==> src/rtl/uart_pkg.sv <==
// Shared types and helpers for the multi-byte UART frame transmitter.
package uart_pkg;

    typedef enum logic [2:0] {
        StIdle,
        StStart,
        StData,
        StParity,
        StStop,
        StGap
    } state_t;

    localparam int unsigned PAR_NONE = 0;
    localparam int unsigned PAR_ODD  = 1;
    localparam int unsigned PAR_EVEN = 2;

    // Clock cycles per bit, truncated.
    function automatic int unsigned cpb(input int unsigned freq, input int unsigned baud);
        return freq / baud;
    endfunction

endpackage

==> src/rtl/uart_baud_tick.sv <==
// Bit-time counter: one-cycle tick at the end of every CPB-cycle bit period.
module uart_baud_tick #(
    parameter int unsigned CPB = 10
) (
    input  logic clk_in,
    input  logic rst_n_in,
    input  logic clear_in,
    output logic tick_out
);

    localparam int unsigned CW = (CPB > 1) ? $clog2(CPB) : 1;
    localparam logic [CW-1:0] LAST = CW'(CPB - 1);

    logic [CW-1:0] cnt_q;

    // The tick must not depend on clear_in: the caller derives clear_in from the tick.
    assign tick_out = (cnt_q == LAST);

    always_ff @(posedge clk_in or negedge rst_n_in) begin
        if (!rst_n_in) begin
            cnt_q <= '0;
        end else if (clear_in || tick_out) begin
            cnt_q <= '0;
        end else begin
            cnt_q <= cnt_q + 1'b1;
        end
    end

endmodule

==> src/rtl/uart_frame_tx.sv <==
// Multi-byte UART frame transmitter: accepts up to MAX_BYTES bytes per handshake and sends them
// as back-to-back characters with optional parity, 1/2 stop bits and inter-character gap.
module uart_frame_tx
    import uart_pkg::*;
#(
    parameter int unsigned MAX_BYTES        = 4,
    parameter int unsigned DATA_BITS        = 8,
    parameter int unsigned BAUD_RATE        = 9600,
    parameter int unsigned INPUT_CLOCK_FREQ = 100_000_000,
    parameter int unsigned PARITY           = 0,
    parameter int unsigned STOP_BITS        = 1,
    parameter int unsigned GAP_BITS         = 0,
    parameter int unsigned MSB_FIRST_BYTES  = 0
) (
    input  logic                             clk_in,
    input  logic                             rst_n_in,
    input  logic                             valid_in,
    input  logic [8*MAX_BYTES-1:0]           data_in,
    input  logic [$clog2(MAX_BYTES+1)-1:0]   len_in,
    output logic                             ready_out,
    output logic                             busy_out,
    output logic                             done_out,
    output logic                             tx_wire_out
);

    localparam int unsigned CPB     = cpb(INPUT_CLOCK_FREQ, BAUD_RATE);
    localparam int unsigned LW      = $clog2(MAX_BYTES + 1);
    localparam int unsigned IW      = (MAX_BYTES > 1) ? $clog2(MAX_BYTES) : 1;
    localparam int unsigned CNT_MAX = (GAP_BITS > DATA_BITS) ? GAP_BITS : DATA_BITS;
    localparam int unsigned CW      = $clog2(CNT_MAX + 1);

    localparam logic [CW-1:0] DATA_LAST = CW'(DATA_BITS - 1);
    localparam logic [CW-1:0] STOP_LAST = CW'(STOP_BITS - 1);
    localparam logic [CW-1:0] GAP_LAST  = CW'((GAP_BITS > 0) ? GAP_BITS - 1 : 0);
    localparam logic [LW-1:0] LEN_MAX   = LW'(MAX_BYTES);

    if (CPB < 2) begin : g_bad_cpb
        $error("uart_frame_tx: INPUT_CLOCK_FREQ/BAUD_RATE must be at least 2");
    end
    if (DATA_BITS < 5 || DATA_BITS > 8) begin : g_bad_data_bits
        $error("uart_frame_tx: DATA_BITS must be 5..8");
    end
    if (STOP_BITS < 1 || STOP_BITS > 2) begin : g_bad_stop_bits
        $error("uart_frame_tx: STOP_BITS must be 1 or 2");
    end
    if (PARITY > PAR_EVEN) begin : g_bad_parity
        $error("uart_frame_tx: PARITY must be 0, 1 or 2");
    end
    if (MAX_BYTES < 1) begin : g_bad_max_bytes
        $error("uart_frame_tx: MAX_BYTES must be at least 1");
    end

    function automatic logic parity_of(input logic [DATA_BITS-1:0] b);
        return (PARITY == PAR_ODD) ? ~^b : ^b;
    endfunction

    state_t                 state_q;
    logic [8*MAX_BYTES-1:0] frame_q;
    logic [LW-1:0]          rem_q;
    logic [IW-1:0]          idx_q;
    logic [CW-1:0]          bit_cnt_q;
    logic [DATA_BITS-1:0]   shift_q;
    logic                   par_q;
    logic                   tx_q;
    logic                   busy_q;
    logic                   done_q;

    logic                   tick;
    logic                   bit_end;
    logic                   state_end;
    logic                   baud_clear;
    logic [LW-1:0]          len_clamped;
    logic [IW-1:0]          first_idx;
    logic [IW-1:0]          next_idx;
    logic [DATA_BITS-1:0]   first_byte;
    logic [DATA_BITS-1:0]   next_byte;

    assign len_clamped = (len_in > LEN_MAX) ? LEN_MAX : len_in;
    assign first_idx   = (MSB_FIRST_BYTES != 0) ? IW'(len_clamped - 1'b1) : '0;
    assign next_idx    = (MSB_FIRST_BYTES != 0) ? idx_q - 1'b1 : idx_q + 1'b1;
    // The first byte comes straight from data_in since frame_q loads on the same edge.
    assign first_byte  = data_in[8*first_idx +: DATA_BITS];
    assign next_byte   = frame_q[8*next_idx +: DATA_BITS];

    always_comb begin
        bit_end = 1'b0;
        case (state_q)
            StStart, StParity: bit_end = 1'b1;
            StData:            bit_end = (bit_cnt_q == DATA_LAST);
            StStop:            bit_end = (bit_cnt_q == STOP_LAST);
            StGap:             bit_end = (bit_cnt_q == GAP_LAST);
            default:           bit_end = 1'b0;
        endcase
    end

    assign state_end  = tick & bit_end;
    // Holding the counter clear in idle restarts bit timing exactly at the accept edge.
    assign baud_clear = (state_q == StIdle) | state_end;

    uart_baud_tick #(
        .CPB (CPB)
    ) u_baud_tick (
        .clk_in   (clk_in),
        .rst_n_in (rst_n_in),
        .clear_in (baud_clear),
        .tick_out (tick)
    );

    always_ff @(posedge clk_in or negedge rst_n_in) begin
        if (!rst_n_in) begin
            state_q   <= StIdle;
            frame_q   <= '0;
            rem_q     <= '0;
            idx_q     <= '0;
            bit_cnt_q <= '0;
            shift_q   <= '0;
            par_q     <= 1'b0;
            tx_q      <= 1'b1;
            busy_q    <= 1'b0;
            done_q    <= 1'b0;
        end else begin
            done_q <= 1'b0;
            case (state_q)
                StIdle: begin
                    if (valid_in) begin
                        frame_q <= data_in;
                        if (len_clamped == '0) begin
                            done_q <= 1'b1;
                        end else begin
                            rem_q   <= len_clamped;
                            idx_q   <= first_idx;
                            shift_q <= first_byte;
                            par_q   <= parity_of(first_byte);
                            tx_q    <= 1'b0;
                            busy_q  <= 1'b1;
                            state_q <= StStart;
                        end
                    end
                end
                StStart: begin
                    if (tick) begin
                        tx_q      <= shift_q[0];
                        shift_q   <= shift_q >> 1;
                        bit_cnt_q <= '0;
                        state_q   <= StData;
                    end
                end
                StData: begin
                    if (tick) begin
                        if (bit_cnt_q == DATA_LAST) begin
                            bit_cnt_q <= '0;
                            if (PARITY != PAR_NONE) begin
                                tx_q    <= par_q;
                                state_q <= StParity;
                            end else begin
                                tx_q    <= 1'b1;
                                state_q <= StStop;
                            end
                        end else begin
                            tx_q      <= shift_q[0];
                            shift_q   <= shift_q >> 1;
                            bit_cnt_q <= bit_cnt_q + 1'b1;
                        end
                    end
                end
                StParity: begin
                    if (tick) begin
                        tx_q      <= 1'b1;
                        bit_cnt_q <= '0;
                        state_q   <= StStop;
                    end
                end
                StStop: begin
                    if (tick) begin
                        if (bit_cnt_q != STOP_LAST) begin
                            bit_cnt_q <= bit_cnt_q + 1'b1;
                        end else if (rem_q == LW'(1)) begin
                            tx_q    <= 1'b1;
                            busy_q  <= 1'b0;
                            done_q  <= 1'b1;
                            state_q <= StIdle;
                        end else begin
                            rem_q     <= rem_q - 1'b1;
                            idx_q     <= next_idx;
                            shift_q   <= next_byte;
                            par_q     <= parity_of(next_byte);
                            bit_cnt_q <= '0;
                            if (GAP_BITS > 0) begin
                                state_q <= StGap;
                            end else begin
                                tx_q    <= 1'b0;
                                state_q <= StStart;
                            end
                        end
                    end
                end
                StGap: begin
                    if (tick) begin
                        if (bit_cnt_q == GAP_LAST) begin
                            tx_q    <= 1'b0;
                            state_q <= StStart;
                        end else begin
                            bit_cnt_q <= bit_cnt_q + 1'b1;
                        end
                    end
                end
                default: state_q <= StIdle;
            endcase
        end
    end

    assign ready_out   = (state_q == StIdle);
    assign busy_out    = busy_q;
    assign done_out    = done_q;
    assign tx_wire_out = tx_q;

endmodule

==> config.mk <==
export PLATFORM = sky130hd
export DESIGN_NAME = uart_frame_tx
export DESIGN_NICKNAME = d
export VERILOG_FILES = /design/src/rtl/uart_pkg.sv /design/src/rtl/uart_baud_tick.sv /design/src/rtl/uart_frame_tx.sv
export SDC_FILE = /design/constraint.sdc
export NUM_CORES = 1
export LEC_CHECK = 0
export BUFFER_PORTS_ARGS = -buffer_cell sky130_fd_sc_hd__buf_2
export CORE_ASPECT_RATIO = 1.2
export CORE_MARGIN = 1
export CORE_UTILIZATION = 58
export DETAILED_ROUTE_END_ITERATION = 8
export GPL_TIMING_DRIVEN = 0
export PLACE_DENSITY_LB_ADDON = 0.08
export SLEW_MARGIN = 10
export SYNTH_ARGS = -nofsm -noshare
export SYNTH_HDL_FRONTEND = slang
export SYNTH_SLANG_ARGS = --single-unit
==> constraint.sdc <==
create_clock -name clk_in -period 2.95 [get_ports clk_in]
set_input_delay 0.295 -clock clk_in [delete_from_list [all_inputs] [get_ports clk_in]]
set_output_delay 0.295 -clock clk_in [all_outputs]
set_load 0.01 [all_outputs]
==> impl_metrics.py, run 1 <==
metrics = {
    "global_route": {
        "antenna_found_initial": 0,
        "overflow": 0,
        "grt_usage": 0.251,
        "grt_pass1_wl_um": 12300,
        "grt_pass1_vias": 2601,
        "grt_max_degree": 40,
    },
    "yosys": {
        "syn_avg_cell_area_um2": 10.7,
        "synth_nets": 387,
        "synth_flop_cell": "dfrtp_1",
        "yosysMostFrequentCell": "dfrtp_1",
        "synthTopCellsByCount": "dfrtp_1 (68), nor2_1 (42), nand2_1 (38)",
        "ys_ff_latch": 69,
        "yosysWarnings": 0,
        "yosysTopAreaCell": "dfrtp_1",
        "synth_area_leaders": "dfrtp_1 (46%), mux2_2 (10%), mux4_2 (4.9%), mux2i_1 (4.4%), nor2_1 (4.3%)",
        "ys_seq_area_frac": 0.470,
        "ys_types": 48,
        "yosysTopAreaCellShare": 0.463,
        "syn_inst": 344,
        "syn_area_mm2": 0.00368,
        "synth-edff-count": 0,
        "synth-async-reset-ratio": 1.00,
    },
    "hold_path": {
        "hp-class": "in -> reg",
    },
    "floorplan": {
        "io_pins": 42,
        "die-area_mm2": 0.00666,
        "dieHeight_um": 89.2,
        "start_util": 0.604,
        "core_area_mm2": 0.00609,
        "die_w_um": 74.7,
        "num_rows": 31,
    },
    "power_and_ir_drop": {
        "power.density_mw_per_mm2": 459,
        "total_leakage_power_nw": 2.07,
        "p_comb_frac": 0.030,
        "vdd_drop_max_mv": 0.410,
        "power_mw": 1.96,
        "intPower_mw": 1.56,
        "p_switching_mw": 0.400,
        "p_sw_frac": 0.204,
        "clkPwrFrac": 0.487,
        "seqPwrFrac": 0.483,
    },
    "timing": {
        "rsz0062_at_grt": "false",
        "setup_slack_ps": 539,
        "max_slew_margin": 0.462,
        "hold_viol_final": 0,
        "tns_ps": 0,
        "min_period_ps": 2410,
        "max_freq_mhz": 415,
        "min_period_over_period": 0.817,
        "skew_ps": 15.5,
        "worst_pin_slew_ps": 801,
        "timing.hold.ws_ps": 180,
        "drv_slew": 0,
        "setup_violations": 0,
    },
    "worst_setup_path": {
        "critPathLaunchType": "flip-flop",
        "crit_fanout": 8,
        "cp_slowest_stage_delay_ps": 510,
        "worstPathRequired_ps": 3180,
        "cpLargestDelayFamily": "simple AND/OR/NAND/NOR gates",
        "crit_buf_inv": 1,
        "cp_cell_sequence": "inv_1 -> ha_1 -> nor3b_1 -> nand3_1 -> nor3_1 -> a2bb2oi_4 -> mux2_2",
        "critical_path_class": "reg -> reg",
        "end_kind": "flip-flop",
        "critical_path_arrival_ps": 2640,
        "cp_slowest_cell": "nor3b_1",
    },
    "job": {
        "maxCapViolCount": 0,
    },
    "clocking": {
        "cts_tree": "built",
        "cts_root_buf": "clkbuf_8",
        "clock-sinks": 69,
        "htreeDepth": 3,
        "cts_buffer_depth": 2,
        "clk_pin_slew_ps": 80,
        "cts_buffers": 9,
        "post_cts.repair.setup_buffers": 0,
        "clock_latency_ps": 340,
    },
    "place": {
        "dp_cells": 468,
        "hpwl_um": 5520,
        "place_area_mm2": 0.00401,
        "port_buffers": 41,
        "gp_congestion": 0.858,
        "dp_slack_ps": 565,
    },
    "cells_and_area": {
        "area_delta_synth_final_pct": 16.0,
        "fillers": 480,
        "antenna_cells": 0,
        "fin_nets": 441,
        "post-route-util": 0.700,
        "drive_above_1_share": 0.280,
        "final_area_mm2": 0.00427,
        "fin_cells": 485,
    },
    "routing": {
        "drtIter0Drc": 157,
        "first_pass_iters": 4,
        "vias": 2783,
        "drt-total-wl_um": 7600,
        "wl_per_cell_um": 15.7,
        "viasPerCell": 5.74,
        "drt.antenna.violating_nets": 0,
        "drc": 0,
    },
    "run_status": {
        "outcome": "completed",
    },
}
layout by cell type, fill, tap and decap left out, types with 5 or more instances in the layout:
master / netlist / layout
nor2b_1: 7 / 7
nand3_1: 6 / 6
nor2_1: 42 / 42
clkbuf_8: 0 / 10
buf_2: 7 / 47
mux2_2: 33 / 33
o22ai_1: 7 / 7
o21ai_0: 15 / 15
dfrtp_1: 68 / 68
mux2i_1: 16 / 16
inv_1: 5 / 5
clkbuf_1: 10 / 11
nand2_1: 38 / 38
a21oi_1: 8 / 8
mux4_2: 8 / 8
ha_1: 5 / 5
xor2_1: 7 / 7
path summary, 6_finish.rpt:
kind | endpoint | cells past startpoint | from | slack, ps
max in group asynchronous | frame_q[31]$_DFFE_PN0P_ | 3 | rst_n_in | 1980
max reg2reg | shift_q[5]$_DFFE_PN0P_ | 7 | bit_cnt_q[0]$_DFFE_PN0P_ | 540
min | frame_q[10]$_DFFE_PN0P_ | 2 | data_in[10] | 180
min in group asynchronous | bit_cnt_q[3]$_DFFE_PN0P_ | 2 | rst_n_in | 420
min reg2reg | busy_out$_DFFE_PN0P_ | 1 | busy_out$_DFFE_PN0P_ | 480
max | shift_q[5]$_DFFE_PN0P_ | 7 | bit_cnt_q[0]$_DFFE_PN0P_ | 540
cell families after synthesis:
kind of cell / count (synthesis) / synth area share
buffers and inverters: 24 / 0.0269
muxes: 57 / 0.194
adders and majority gates: 5 / 0.0170
and+or+nand+nor: 132 / 0.181
AOI/OAI and AO/OA: 48 / 0.0902
DFF: 69 / 0.470
xor gates and xnor gates: 9 / 0.0214
worst register-to-register path, cell delays in order, from the launching register on:
cell and delay [ps]:
dfrtp_1 420, inv_1 80, ha_1 160, nor3b_1 510, nand3_1 130, nor3_1 310, a2bb2oi_4 310, mux2_2 370
timing repair:
| action | CTS | global route |
|---|---|---|
| resized for setup | 0 | 0 |
| setup endpoints to repair | 0 | 0 |
| hold buffers | 1 | 0 |
| endpoints found under the hold margin | 29 | 0 |
per-layer routing:
layer  up-vias  global-route usage  share of wire
met5         -                   0              0
met4         0              0.0961         0.0097
met3         6              0.0304          0.039
met2        59               0.391           0.47
met1      1375               0.360           0.48
li1       1343                   -              -
flip-flops by register name (all words and copies together) (netlist names):
| signal | cells |
|---|---|
| state_q | 3 |
| bit_cnt_q | 4 |
| rem_q | 3 |
| busy_out | 1 |
| frame_q | 32 |
| tx_wire_out | 1 |
| idx_q | 2 |
| u_baud_tick.cnt_q | 14 |
| done_out | 1 |
| shift_q | 8 |
power groups by stage:
stage / Clock (mW) / Sequential [mW] / Combinational (mW)
finish: 0.955 / 0.945 / 0.0588
global route: 1.00 / 0.945 / 0.0661
CTS: 0.967 / 0.945 / 0.0603
detailed placement: 0 / 0.964 / 0.0589
global placement: 0 / 0.964 / 0.0549
floorplan: 0 / 0.964 / 0.00567
final cells by class:
type,instances,area [um^2],share of cell area
multi-input combinational,251,1850,0.434
tap,82,103,0.0241
buffer,19,80.1,0.0188
inverter,5,18.8,0.00440
timing repair buffer,43,238,0.0557
sequential,69,1730,0.405
clock buffer,11,141,0.0331
clock inverter,5,106,0.0249
Note: power is estimated with default switching activity, not from simulation.
==> run 2, diff against run 1 <==
ABC_AREA = 1   (was not set)
CORE_UTILIZATION = 59   (was 58)
clock period = 2.4 ns   (was 2.95 ns; I/O delays follow)
==> impl_metrics.py, run 2 <==
metrics = {
    "run_status": {
        "outcome": "completed",
    },
    "worst_setup_path": {
        "critical_path_class": "reg -> reg",
        "ff2ff_path_depth": 7,
        "r2r_end": "u_baud_tick.cnt_q[6]$_DFF_PN0_",
        "critPathLaunchType": "flip-flop",
        "worstPathRequired_ps": 2610,
        "end_kind": "flip-flop",
        "cp_cell_sequence": "ha_1 -> nand3_2 -> nor2_1 -> nand2_2 -> nand2_1 -> buf_4 -> nor3_1",
        "cp_slowest_cell": "dfrtp_1",
        "r2r_start": "u_baud_tick.cnt_q[0]$_DFF_PN0_",
        "r2r_slack_ps": 570,
        "crit_fanout": 10,
        "cp_slowest_stage_delay_ps": 400,
        "critical_path_arrival_ps": 2040,
    },
    "power_and_ir_drop": {
        "intPower_mw": 3.25,
        "clkPwrFrac": 0.210,
        "seqPwrFrac": 0.332,
        "power.density_mw_per_mm2": 1240,
        "p_comb_frac": 0.457,
        "vdd_drop_max_mv": 0.786,
        "p_sw_frac": 0.428,
        "total_leakage_power_nw": 2.41,
        "p_switching_mw": 2.42,
        "power_mw": 5.67,
    },
    "cells_and_area": {
        "fin_nets": 647,
        "final_common_cell": "nand2_1",
        "drive_above_1_share": 0.181,
        "area_delta_synth_final_pct": 15.4,
        "top_regs": "frame_q x32, u_baud_tick.cnt_q x14, shift_q x8",
        "fin_cells": 694,
        "largest_reg_flops": 32,
        "antenna_cells": 0,
        "final_cell_mix": "nand2_1 (237), dfrtp_1 (68), nand3_1 (55)",
        "largest-register": "frame_q",
    },
    "routing": {
        "drt-total-wl_um": 8940,
        "first_pass_iters": 5,
        "drt.antenna.violating_nets": 0,
        "vias": 3674,
        "viasPerCell": 5.29,
        "drtIter0Drc": 258,
        "wl_per_cell_um": 12.9,
        "drc": 0,
    },
    "clocking": {
        "htreeDepth": 3,
        "post_cts.repair.setup_buffers": 0,
        "clock-sinks": 69,
        "cts_tree": "built",
        "cts_buffers": 9,
        "cts_root_buf": "clkbuf_8",
        "clk_pin_slew_ps": 80,
        "clock_latency_ps": 340,
        "cts_buffer_depth": 2,
    },
    "floorplan": {
        "num_rows": 32,
        "die_w_um": 76.8,
        "io_pins": 42,
        "die-area_mm2": 0.00705,
        "dieHeight_um": 91.8,
        "core_area_mm2": 0.00645,
        "start_util": 0.615,
    },
    "global_route": {
        "grt_pass1_wl_um": 15900,
        "use_met1": 0.346,
        "top_usage_layer": "met2",
        "grt_usage": 0.281,
        "grt_max_degree": 51,
        "grt_use_met2": 0.483,
        "grt_pass1_vias": 3589,
        "overflow": 0,
        "antenna_found_initial": 0,
        "grtUsageMet3": 0.0418,
    },
    "yosys": {
        "synth_nets": 593,
        "yosysWarnings": 0,
        "yosysTopAreaCellShare": 0.429,
        "synthTopCellsByCount": "nand2_1 (237), dfrtp_1 (68), nand3_1 (55)",
        "syn_area_mm2": 0.00396,
        "yosysTopAreaCell": "dfrtp_1",
        "syn_avg_cell_area_um2": 7.21,
        "synth-edff-count": 0,
        "synth-async-reset-ratio": 1.00,
        "ys_ff_latch": 69,
        "yosysMostFrequentCell": "nand2_1",
        "ys_types": 37,
        "ys_seq_area_frac": 0.436,
        "syn_inst": 550,
        "synth_flop_cell": "dfrtp_1",
        "synth_area_leaders": "dfrtp_1 (43%), nand2_1 (22%), nand3_1 (6.9%), inv_1 (3.5%), nor2_1 (3.1%)",
    },
    "timing": {
        "rsz0062_at_grt": "false",
        "setup_slack_ps": 573,
        "setup_violations": 0,
        "min_period_over_period": 0.761,
        "max_slew_margin": 0.688,
        "tns_ps": 0,
        "min_period_ps": 1830,
        "timing.hold.ws_ps": 99.5,
        "skew_ps": 11.1,
        "worst_pin_slew_ps": 468,
        "max_freq_mhz": 547,
        "hold_viol_final": 0,
        "drv_slew": 0,
    },
    "hold_path": {
        "whs_endpoint": "frame_q[23]$_DFFE_PN0P_",
        "hp-class": "in -> reg",
        "hp-start": "data_in[23]",
        "min_path_cells": 3,
    },
    "place": {
        "port_buffers": 41,
        "dp_slack_ps": 585,
        "hpwl_um": 6520,
        "dp_cells": 677,
        "gp_congestion": 0.863,
    },
    "job": {
        "maxCapViolCount": 0,
    },
}
## run 2: area by class of cell
cell class / count / area, um^2
inverters: 45 / 169
fillers: 568 / 1870
clock buffers: 11 / 151
well taps: 85 / 106
clock inverters: 5 / 106
flip-flops and latches: 69 / 1730
plain buffers: 13 / 83.8
multi-input cells: 423 / 1980
repair buffers: 43 / 245
## run 2: critical path: cells and delay by family (launching register included)
| family | cells | cell delay, ps |
|---|---|---|
| flops | 1 | 400 |
| fa+ha+maj | 1 | 210 |
| buf+inv | 1 | 230 |
| simple gates | 5 | 870 |
## run 2: stage by stage
| stage | utilization | area (um^2) |
|---|---|---|
| floorplan | - | 3960 |
| global placement | 0.663 | 4280 |
| detailed placement | 0.668 | 4310 |
| CTS | 0.709 | 4570 |
| global route | 0.709 | 4570 |
| finish | 0.709 | 4570 |
## run 2: what timing repair did
item,in CTS,in global routing
hold endpoints to repair,18,0
hold buffers,1,0
gates resized for setup,0,0
## run 2: how the worst max path moves through the flow
stage	from	slack, ps	end	cells past startpoint
finish	u_baud_tick.cnt_q[0]$_DFF_PN0_	570	u_baud_tick.cnt_q[6]$_DFF_PN0_	7
global route	u_baud_tick.cnt_q[0]$_DFF_PN0_	360	u_baud_tick.cnt_q[6]$_DFF_PN0_	7
CTS	u_baud_tick.cnt_q[0]$_DFF_PN0_	540	u_baud_tick.cnt_q[6]$_DFF_PN0_	7
detailed placement	u_baud_tick.cnt_q[0]$_DFF_PN0_	580	u_baud_tick.cnt_q[5]$_DFF_PN0_	7
global placement	u_baud_tick.cnt_q[0]$_DFF_PN0_	650	u_baud_tick.cnt_q[5]$_DFF_PN0_	7
floorplan	bit_cnt_q[0]$_DFFE_PN0P_	870	shift_q[3]$_DFFE_PN0P_	11
## run 2: layer usage
metal	wire length (um)	share of wire
met1	3780	0.42
met2	4590	0.51
met3	337	0.038
met4	229	0.026
met5	0	0
## run 2: logic make-up after synthesis
family | count (synthesis) | synth area share
adder cells (fa/ha/maj) | 5 | 0.0158
flip-flops | 69 | 0.436
AO/OA/AOI/OAI | 37 | 0.0552
XOR/XNOR | 5 | 0.0110
AND/OR/NAND/NOR | 376 | 0.418
buffers and inverters | 58 | 0.0638
## run 2: power by group through the flow
stage,Clock (mW),Sequential (mW),Combinational [mW]
finish,1.19,1.88,2.59
global route,1.25,1.93,2.99
CTS,1.21,1.88,2.59
detailed placement,0,1.89,2.57
global placement,0,1.88,2.49
floorplan,0,1.83,2.01
